--- src/rtl/scarv_cop_cpr_wb_pkg.sv ---
// Shared definitions for the coprocessor CPR file and writeback stage.
// Provides the default register count, address/data/byte-enable widths,
// the write-port source encoding and the byte-merge helper used by both the
// register array and the pending-buffer forwarding path.
package scarv_cop_cpr_wb_pkg;

    localparam int CPR_COUNT_DEFAULT = 16;
    localparam int CPR_AW            = $clog2(CPR_COUNT_DEFAULT);
    localparam int CPR_XLEN          = 32;
    localparam int CPR_BEN_W         = CPR_XLEN / 8;

    typedef logic [CPR_XLEN-1:0]  cpr_word_t;
    typedef logic [CPR_BEN_W-1:0] cpr_ben_t;

    // Which writer owns the single physical write port this cycle.
    typedef enum logic [1:0] {
        WSRC_NONE = 2'd0,
        WSRC_PALU = 2'd1,
        WSRC_PEND = 2'd2,
        WSRC_MEM  = 2'd3
    } wsrc_e;

    // Replace the bytes of old_w selected by ben with the bytes of new_w.
    function automatic cpr_word_t byte_merge(cpr_word_t old_w, cpr_word_t new_w, cpr_ben_t ben);
        cpr_word_t r;
        for (int b = 0; b < CPR_BEN_W; b++) begin
            r[8*b +: 8] = ben[b] ? new_w[8*b +: 8] : old_w[8*b +: 8];
        end
        return r;
    endfunction

endpackage

--- src/rtl/scarv_cop_cpr_wb_pending.sv ---
// One-entry pending buffer for memory-unit writes that lost the write port
// to a same-cycle PALU write.
// Ports:
//   g_clk, g_resetn      clock, async active-low reset
//   palu_act, palu_rd,   effective PALU write this cycle (used for drain
//   palu_ben             blocking and for killing overlapping pending bytes)
//   capture, cap_*       latch a memory write into the buffer
//   rd_addr, rd_raw      three read ports: address and array data
//   rd_fwd               read data with pending bytes overlaid
//   pend_valid           buffer holds at least one live byte
//   drain                buffer owns the write port this cycle
//   pend_rd/ben/data     buffer contents, for the drain write
module scarv_cop_cpr_wb_pending
    import scarv_cop_cpr_wb_pkg::*;
#(
    parameter int AW = CPR_AW
) (
    input  logic                 g_clk,
    input  logic                 g_resetn,
    input  logic                 palu_act,
    input  logic [AW-1:0]        palu_rd,
    input  cpr_ben_t             palu_ben,
    input  logic                 capture,
    input  logic [AW-1:0]        cap_rd,
    input  cpr_ben_t             cap_ben,
    input  cpr_word_t            cap_data,
    input  logic [2:0][AW-1:0]   rd_addr,
    input  cpr_word_t [2:0]      rd_raw,
    output cpr_word_t [2:0]      rd_fwd,
    output logic                 pend_valid,
    output logic                 drain,
    output logic [AW-1:0]        pend_rd,
    output cpr_ben_t             pend_ben,
    output cpr_word_t            pend_data
);

    // Validity is carried entirely by the byte enables: ben == 0 means empty.
    cpr_ben_t      ben_q, ben_d;
    logic [AW-1:0] rd_q;
    cpr_word_t     data_q;
    logic          kill_hit;

    assign pend_valid = |ben_q;
    assign drain      = pend_valid && !palu_act;
    assign kill_hit   = pend_valid && palu_act && (palu_rd == rd_q);

    assign pend_rd    = rd_q;
    assign pend_ben   = ben_q;
    assign pend_data  = data_q;

    always_comb begin
        ben_d = ben_q;
        if (capture) begin
            ben_d = cap_ben;
        end else if (drain) begin
            ben_d = '0;
        end else if (kill_hit) begin
            // The PALU write is younger: its bytes supersede the pending ones,
            // and an all-killed entry simply vanishes without a drain cycle.
            ben_d = ben_q & ~palu_ben;
        end
    end

    always_ff @(posedge g_clk or negedge g_resetn) begin
        if (!g_resetn) begin
            ben_q <= '0;
        end else begin
            ben_q <= ben_d;
        end
    end

    // Address and data are qualified by ben_q, so they need no reset.
    always_ff @(posedge g_clk) begin
        if (capture) begin
            rd_q   <= cap_rd;
            data_q <= cap_data;
        end
    end

    always_comb begin
        for (int i = 0; i < 3; i++) begin
            rd_fwd[i] = rd_raw[i];
            if (pend_valid && (rd_addr[i] == rd_q)) begin
                rd_fwd[i] = byte_merge(rd_raw[i], data_q, ben_q);
            end
        end
    end

endmodule

--- src/rtl/scarv_cop_cpr_wb.sv ---
// Coprocessor general-purpose register file and writeback stage.
// A single physical write port is shared by the PALU (highest priority), a
// one-entry pending buffer, and the memory/load unit. Three combinational
// read ports forward pending-buffer bytes so readers see ordered values.
// Ports:
//   g_clk, g_resetn                 clock, async active-low reset
//   palu_wen/rd/ben/wdata           PALU writeback
//   mem_wvalid/wready/rd/ben/wdata  memory-unit write handshake
//   rs1/2/3_addr, rs1/2/3_data      read operands
//   wb_pending                      pending buffer is occupied
module scarv_cop_cpr_wb
    import scarv_cop_cpr_wb_pkg::*;
#(
    parameter int  CPR_COUNT = CPR_COUNT_DEFAULT,
    parameter bit  C0_ZERO   = 1'b1,
    localparam int AW        = $clog2(CPR_COUNT)
) (
    input  logic          g_clk,
    input  logic          g_resetn,
    input  logic          palu_wen,
    input  logic [AW-1:0] palu_rd,
    input  logic [3:0]    palu_ben,
    input  logic [31:0]   palu_wdata,
    input  logic          mem_wvalid,
    output logic          mem_wready,
    input  logic [AW-1:0] mem_rd,
    input  logic [3:0]    mem_ben,
    input  logic [31:0]   mem_wdata,
    input  logic [AW-1:0] rs1_addr,
    input  logic [AW-1:0] rs2_addr,
    input  logic [AW-1:0] rs3_addr,
    output logic [31:0]   rs1_data,
    output logic [31:0]   rs2_data,
    output logic [31:0]   rs3_data,
    output logic          wb_pending
);

    cpr_word_t          cpr [CPR_COUNT];

    logic               palu_act;
    logic               mem_acc;
    logic               mem_keep;
    logic               capture;
    logic               pend_valid;
    logic               drain;
    logic [AW-1:0]      pend_rd;
    cpr_ben_t           pend_ben;
    cpr_word_t          pend_data;

    wsrc_e              wr_src;
    logic [AW-1:0]      wr_rd;
    cpr_ben_t           wr_ben;
    cpr_word_t          wr_data;

    logic [2:0][AW-1:0] rs_addr;
    cpr_word_t [2:0]    rs_raw;
    cpr_word_t [2:0]    rs_fwd;

    // Writes that cannot change state (no bytes, or aimed at a hardwired c0)
    // are filtered here so they neither occupy the port nor enter pending.
    assign palu_act = palu_wen && (palu_ben != '0) && !(C0_ZERO && (palu_rd == '0));
    assign mem_acc  = mem_wvalid && mem_wready;
    assign mem_keep = mem_acc && (mem_ben != '0) && !(C0_ZERO && (mem_rd == '0));
    assign capture  = mem_keep && palu_act;

    // Depends only on registered pending state, never on this cycle's valids.
    assign mem_wready = !pend_valid;
    assign wb_pending = pend_valid;

    always_comb begin
        wr_src  = WSRC_NONE;
        wr_rd   = '0;
        wr_ben  = '0;
        wr_data = '0;
        if (palu_act) begin
            wr_src  = WSRC_PALU;
            wr_rd   = palu_rd;
            wr_ben  = palu_ben;
            wr_data = palu_wdata;
        end else if (drain) begin
            wr_src  = WSRC_PEND;
            wr_rd   = pend_rd;
            wr_ben  = pend_ben;
            wr_data = pend_data;
        end else if (mem_keep) begin
            wr_src  = WSRC_MEM;
            wr_rd   = mem_rd;
            wr_ben  = mem_ben;
            wr_data = mem_wdata;
        end
    end

    always_ff @(posedge g_clk or negedge g_resetn) begin
        if (!g_resetn) begin
            for (int i = 0; i < CPR_COUNT; i++) begin
                cpr[i] <= '0;
            end
        end else if (wr_src != WSRC_NONE) begin
            cpr[wr_rd] <= byte_merge(cpr[wr_rd], wr_data, wr_ben);
        end
    end

    assign rs_addr = {rs3_addr, rs2_addr, rs1_addr};

    always_comb begin
        for (int i = 0; i < 3; i++) begin
            rs_raw[i] = (C0_ZERO && (rs_addr[i] == '0)) ? '0 : cpr[rs_addr[i]];
        end
    end

    scarv_cop_cpr_wb_pending #(
        .AW (AW)
    ) u_pending (
        .g_clk      (g_clk),
        .g_resetn   (g_resetn),
        .palu_act   (palu_act),
        .palu_rd    (palu_rd),
        .palu_ben   (palu_ben),
        .capture    (capture),
        .cap_rd     (mem_rd),
        .cap_ben    (mem_ben),
        .cap_data   (mem_wdata),
        .rd_addr    (rs_addr),
        .rd_raw     (rs_raw),
        .rd_fwd     (rs_fwd),
        .pend_valid (pend_valid),
        .drain      (drain),
        .pend_rd    (pend_rd),
        .pend_ben   (pend_ben),
        .pend_data  (pend_data)
    );

    assign rs1_data = rs_fwd[0];
    assign rs2_data = rs_fwd[1];
    assign rs3_data = rs_fwd[2];

endmodule

--- config.mk ---
export PLATFORM = sky130hd
export DESIGN_NAME = scarv_cop_cpr_wb
export DESIGN_NICKNAME = d
export VERILOG_FILES = /design/src/rtl/scarv_cop_cpr_wb_pkg.sv /design/src/rtl/scarv_cop_cpr_wb_pending.sv /design/src/rtl/scarv_cop_cpr_wb.sv
export SDC_FILE = /design/constraint.sdc
export NUM_CORES = 2
export LEC_CHECK = 0
export BUFFER_PORTS_ARGS = -buffer_cell sky130_fd_sc_hd__buf_2
export CAP_MARGIN = 20
export CORE_MARGIN = 1.5
export CORE_UTILIZATION = 55
export CTS_CLUSTER_SIZE = 14
export DETAILED_ROUTE_END_ITERATION = 8
export GPL_ROUTABILITY_DRIVEN = 0
export HOLD_SLACK_MARGIN = 0.1
export PLACE_DENSITY = 0.8
export SLEW_MARGIN = 40
export SYNTH_ARGS = -nofsm -noshare
export SYNTH_HDL_FRONTEND = slang
export SYNTH_SLANG_ARGS = --single-unit
--- constraint.sdc ---
create_clock -name g_clk -period 4.38 [get_ports g_clk]
set_input_delay 0.657 -clock g_clk [delete_from_list [all_inputs] [get_ports g_clk]]
set_output_delay 0.657 -clock g_clk [all_outputs]
set_load 0.01 [all_outputs]
Word level (Yosys, flattened, before mapping)
Cells that the tools add are included.
{"block": "word_totals", "output_inout_bits": 98, "in_bits": 96, "word_cells": 113, "ff_bits": 552}
{"block": "classes", "n_bitwise": 6, "order_cmp": 5, "n_eq_ne": 4, "mux": 52, "reduce_logical": 27}
{"op": "$mux 32", "n": 18}
{"op": "$bmux 32 s4", "n": 4}
{"op": "$bwmux 512", "n": 1}
{"op": "$demux 32 s4", "n": 1}
{"op": "$mux 8", "n": 16}
{"op": "$mux 4", "n": 9}
{"op": "$ge 5x5->1 const B", "n": 4}
{"op": "$logic_not 4->1", "n": 5}
{"op": "$not 4->5", "n": 4}
{"op": "$eq 4x4->1", "n": 4}
{"op": "$logic_and 1x1->1", "n": 13}
{"op": "$reduce_bool 4->1", "n": 2}
{"op": "$mux 2", "n": 3}
{"op": "$lt 5x1->1 const B", "n": 1}
{"op": "$and 4x4->4", "n": 1}
{"op": "$logic_not 1->1", "n": 4}
{"op": "$not 4->4", "n": 1}
{"op": "$reduce_or 4->1", "n": 1}
{"op": "$reduce_bool 3->1", "n": 1}
{"op": "$reduce_bool 2->1", "n": 1}

Logic depth before layout (Yosys ltp)
{"block": "logic_depth", "word_depth": 14, "depth_mapped": 14, "depth_no_buf": 8}

By module
A second synthesis with hierarchy kept.
{"block": "hier_totals", "cells_unflattened": 3792, "hier_area_um2": 41895.2}
{"mod": "scarv_cop_cpr_wb", "cells_each": 3606, "area_per_inst_um2": 39238.9, "instances": 1, "seq_area_each_um2": 12812.3}
{"mod": "scarv_cop_cpr_wb_pending", "cells_each": 186, "area_per_inst_um2": 2656.3, "instances": 1, "seq_area_each_um2": 1181.1}

Worst setup path before layout
Ideal clock, no wire load.
{"block": "synth_timing", "kind": "input to output", "from": "in rs1_addr[0]", "to": "out rs1_data[13]", "slack_ns": 0.629, "n_path_buf": 3, "required_time_ns": 3.723, "path_stages": 7, "arrival_time_ns": 3.094, "cell_sequence": "clkbuf_1 > clkbuf_1 > buf_1 > mux4_2 > mux4_2 > inv_1 > o21ai_0"}
{"block": "synth_via", "elab_chain_cells": 7, "word_cells_on_any_way": 10, "classes_between": "1 x eq/ne; 6 x mux; 1 x bitwise; 2 x reduce/logical"}
{"element": "start, declared", "line_no": "scarv_cop_cpr_wb.sv:29", "text": "input logic [AW-1:0] rs1_addr,"}
{"element": "$not 4->5 (not written as such)", "line_no": "scarv_cop_cpr_wb.sv:107", "text": "rs_raw[i] = (C0_ZERO && (rs_addr[i] == '0)) ? '0 : cpr[rs_addr[i]];"}
{"element": "$bmux 32 s4", "line_no": "scarv_cop_cpr_wb.sv:107"}
{"element": "$mux 32 (not written as such) (2 in series)", "line_no": "scarv_cop_cpr_wb.sv:107"}
{"element": "$mux 32", "line_no": "scarv_cop_cpr_wb.sv:107"}
{"element": "$mux 8", "line_no": "scarv_cop_cpr_wb_pkg.sv:27", "text": "r[8*b +: 8] = ben[b] ? new_w[8*b +: 8] : old_w[8*b +: 8];"}
{"element": "$mux 32 *", "line_no": "scarv_cop_cpr_wb_pending.sv:83", "text": "if (pend_valid && (rd_addr[i] == rd_q)) begin"}
{"element": "end, declared", "line_no": "scarv_cop_cpr_wb.sv:32", "text": "output logic [31:0] rs1_data,"}
Mark *: on every way between the ends. The rest lies on a longest branch, timed or not. The select of a mux whose other input is x is not followed.

Worst setup path in the final report
{"block": "layout_timing", "from": "reg u_pending.ben_q[2], in the netlist u_pending.pend_ben[2]", "to": "out rs2_data[13]"}
{"block": "layout_via", "elab_chain_cells": 3}
{"element": "start, declared", "line_no": "scarv_cop_cpr_wb_pending.sv:38", "text": "cpr_ben_t ben_q, ben_d;"}
{"element": "start signal, assigned", "line_no": "scarv_cop_cpr_wb_pending.sv:68", "text": "ben_q <= ben_d;"}
{"element": "$reduce_or 4->1", "line_no": "scarv_cop_cpr_wb_pending.sv:43", "text": "assign pend_valid = |ben_q;"}
{"element": "$logic_and 1x1->1", "line_no": "scarv_cop_cpr_wb_pending.sv:83"}
{"element": "$mux 32", "line_no": "scarv_cop_cpr_wb_pending.sv:83"}
{"element": "end, declared", "line_no": "scarv_cop_cpr_wb.sv:33", "text": "output logic [31:0] rs2_data,"}
Every way passes these cells.

==> metrics.txt <==
Layout Nets=3663; Slew headroom=0.345; Critical Path Source=u_pending.pend_ben[2]$_DFFE_PN0P_; CTS tree=yes; Final Hold Violating Endpoints=0; Finish-stage setup viols=0; CP peak stage delay=between 0.7 and 0.8 ns; CP required=around 3.7 ns; vias per cell=7.48; #FFs+latches synth=around 550; DR vias=roughly 34000; first-pass GRT wire length=208000 µm; Final Cycle Share=0.991; fin. max-slew vios=0; max cap viols=0; initial antenna violation count=3; CP Launch Type=register; H-tree Lvls=2; GRT Util Overall=0.388; PwrDens=approximately 640 nW/µm²; Synth Area in Adders=0; status=complete, no violations; mux share of post-synthesis cell area=0.302; vias in the first global route=between 30000 and 40000; worst setup margin=a little over 0.04 ns; die area=about 72000 µm²; minimum clock period=roughly 4.3 ns; Slew @ Worst Pin=between 0.9 and 1 ns; Post-Route WL=139000 µm; Hold WC Path Type=input port to register; FF-to-FF path depth=10; post-synthesis instance area=between 30000 and 40000 µm²; initial DRC count=slightly below 5000; CTS sink cnt=552; Synth Area in Simple Gates=0.102; worst skew pair latency=approximately 0.64 ns; Max Clock Skew=roughly 0.018 ns; largest family of logic cells by synthesized area=multiplexers; worst slack, placed=0.309 ns; Worst Path Arrival=between 3 and 4 ns; Starting Density=0.556; Cell Rows=97; Leakage=approximately 17 nW; grt ovf=0; worst IR drop on VDD=approximately 380 µV; f_max=around 230 MHz; xor/xnor cell area share of the yosys netlist=0.00360; Layout area overhead=11.3%; synthesis warning total=0; fill count=around 5100; largest net degree at the start of global routing=145; Post-synth EDFFs=36; r2r setup slk=about 0.27 ns; Seq/Total Area, Yosys=0.359; root buf cell=clkbuf_16; Final Util=0.619; wire per inst=approximately 30 µm; Detail Route Antenna Nets=0; total power=between 20 and 30 mW; DRT Pass-1 Iters=5; hold_ws=0.205 ns; Core ar.=~70000 µm²; setup tns final=0 ns; DRC viols=0; reg2reg end=cpr[121]$_DFFE_PN0P_; HPWL reported at the end of detailed placement=around 82000 µm; PortBufs=~190; RSZ-0062 raised after global routing=no; CP Capture Type=primary output; most frequently used flop master after synthesis=dfrtp_1; Setup crit end=rs2_data[13]; area occupied by multi-input gates=about 23000 µm²; Crit Path Class=register to primary output; Seq. cell area=about 14000 µm²; syn nets=approximately 3600; Worst-path clk slew=approximately 0.07 ns; Compound-Gate Fraction of Synth Area=0.176; Avg Cell Area, Syn=between 10 and 15 µm²; fraction of registers with async set or reset after synthesis=0.935; Crit-path slowest cell=or4_1; Num CTS Buffers=between 50 and 60; Worst Path Max Fanout=8; FF-to-FF Start=u_pending.pend_ben[2]$_DFFE_PN0P_; Die Wd=approximately 270 µm; Yosys cell types=53; share of layout cells above drive strength 1=0.298; Die H=approximately 270 µm; # IOs=194; clock buffer depth=3; post-synthesis cell count=about 3500; critical-path cell list=or4_1, nand3_1, nor3_1, and2_1, or2_2, o21ai_0, buf_2
power breakdown:
| part | leakage (nW) | switching [mW] | internal, mW | total (mW) |
|---|---|---|---|---|
| Combinational | 9.55 | 5.90 | 6.06 | 12.0 |
| Sequential | 6.88 | 2.95 | 7.40 | 10.3 |
| Clock | 1.01 | 2.21 | 3.19 | 5.40 |
cells in the mapped netlist, types with 3 or more instances:
cell type  instances  area [µm²]
xnor2_1            8        70.1
a211oi_1          32         240
o221ai_2          31         465
inv_1            102         383
o21ai_0          233        1170
a221oi_2          25         375
nand2_1          778        2920
buf_6             24         270
clkbuf_1         205         769
o41ai_4           33         908
a311oi_1          32         280
buf_4             23         173
o21ai_2           20         175
or2_2             14        87.6
o311ai_0           3        26.3
nor3_1             5        25.0
a221oi_1          71         622
mux2i_1           96         961
a21o_1             5        37.5
o41a_1             3        33.8
o311a_1            3        30.0
nand3_1           45         225
and2_1            80         500
xor2_1             8        70.1
buf_1             59         221
buf_2             67         335
mux4_2           480       10800
edfxtp_1          36        1080
a22oi_1           33         248
o21ai_1          359        1800
nor4_1             3        18.8
dfrtp_1          516       12900
a21oi_1           71         355
or3_1              3        18.8
nand4_1            3        18.8
nor2_1            13        48.8
area by class of cell:
type,count,area share
well taps,940,0.0271
clock inverters,31,0.00941
inverters,103,0.00904
diodes,2,0.000116
multi-input cells,2509,0.529
repair buffers,344,0.0640
flip-flops and latches,552,0.323
clock buffers,76,0.0382
worst min path at each step:
stage,from,end,depth (start not counted)
2_1_floorplan,g_resetn,cpr[0]$_DFFE_PN0P_,0
3_3_place_gp,cpr[442]$_DFFE_PN0P_,cpr[442]$_DFFE_PN0P_,2
3_5_place_dp,cpr[369]$_DFFE_PN0P_,cpr[369]$_DFFE_PN0P_,2
4_1_cts,mem_wdata[22],u_pending.pend_data[22]$_DFFE_PP_,1
5_1_grt,mem_wdata[10],u_pending.pend_data[10]$_DFFE_PP_,1
6_report,mem_wdata[8],u_pending.pend_data[8]$_DFFE_PP_,1
logic make-up after synthesis:
kind of cell | after synthesis
muxes | 576
DFF | 552
buffers and inverters | 486
AOI/OAI and AO/OA | 963
xor gates and xnor gates | 16
and+or+nand+nor | 954
worst max-delay path: cells and delay by family (launching register included):
kind,cells,cell delay (ns)
and+or+nand+nor,5,1.74
AOI/OAI and AO/OA,1,0.56
DFF,1,0.50
buffers and inverters,1,0.24
flip-flops by register name, summed over array words and instances, names as in the netlist:
signal,cells
u_pending.pend_ben,4
u_pending.pend_data,32
u_pending.pend_rd,4
cpr,512
placed cells by master (no fill, tap or decap), drive strengths merged, types with 33 or more instances in the layout:
cell      n
mux2i    96
buf     340
and2     80
clkbuf   79
inv     105
nand2   778
o21ai   612
a21oi    73
a221oi   96
dfrtp   516
nand3    47
a22oi    33
edfxtp   36
o41ai    33
mux4    480
per-stage QoR:
stage               cell area, µm²  cells
detailed placement           41100   4429
CTS                          43200   4537
global placement             40800   4420
global route                 43300   4555
finish                       43300   4557
floorplan                    38900   3547
per-layer routing:
metal  vias to the layer above  GRT usage  share of wire  routed length, µm
met1                     16400      0.484           0.32              44200
met5                         -    0.00270        0.00017                 23
li1                      13500          -              -                  -
met3                       921      0.160           0.17              23500
met2                      3250      0.547           0.42              58900
met4                         4      0.273          0.087              12100
timing repair:
action                                  CTS  global route
endpoints found under the setup margin    0             1
endpoints found under the hold margin    52             0
setup buffers                             0             0
gates resized for setup                   0             1
hold buffers                              1             0
Power figures use the tool's default switching activity.
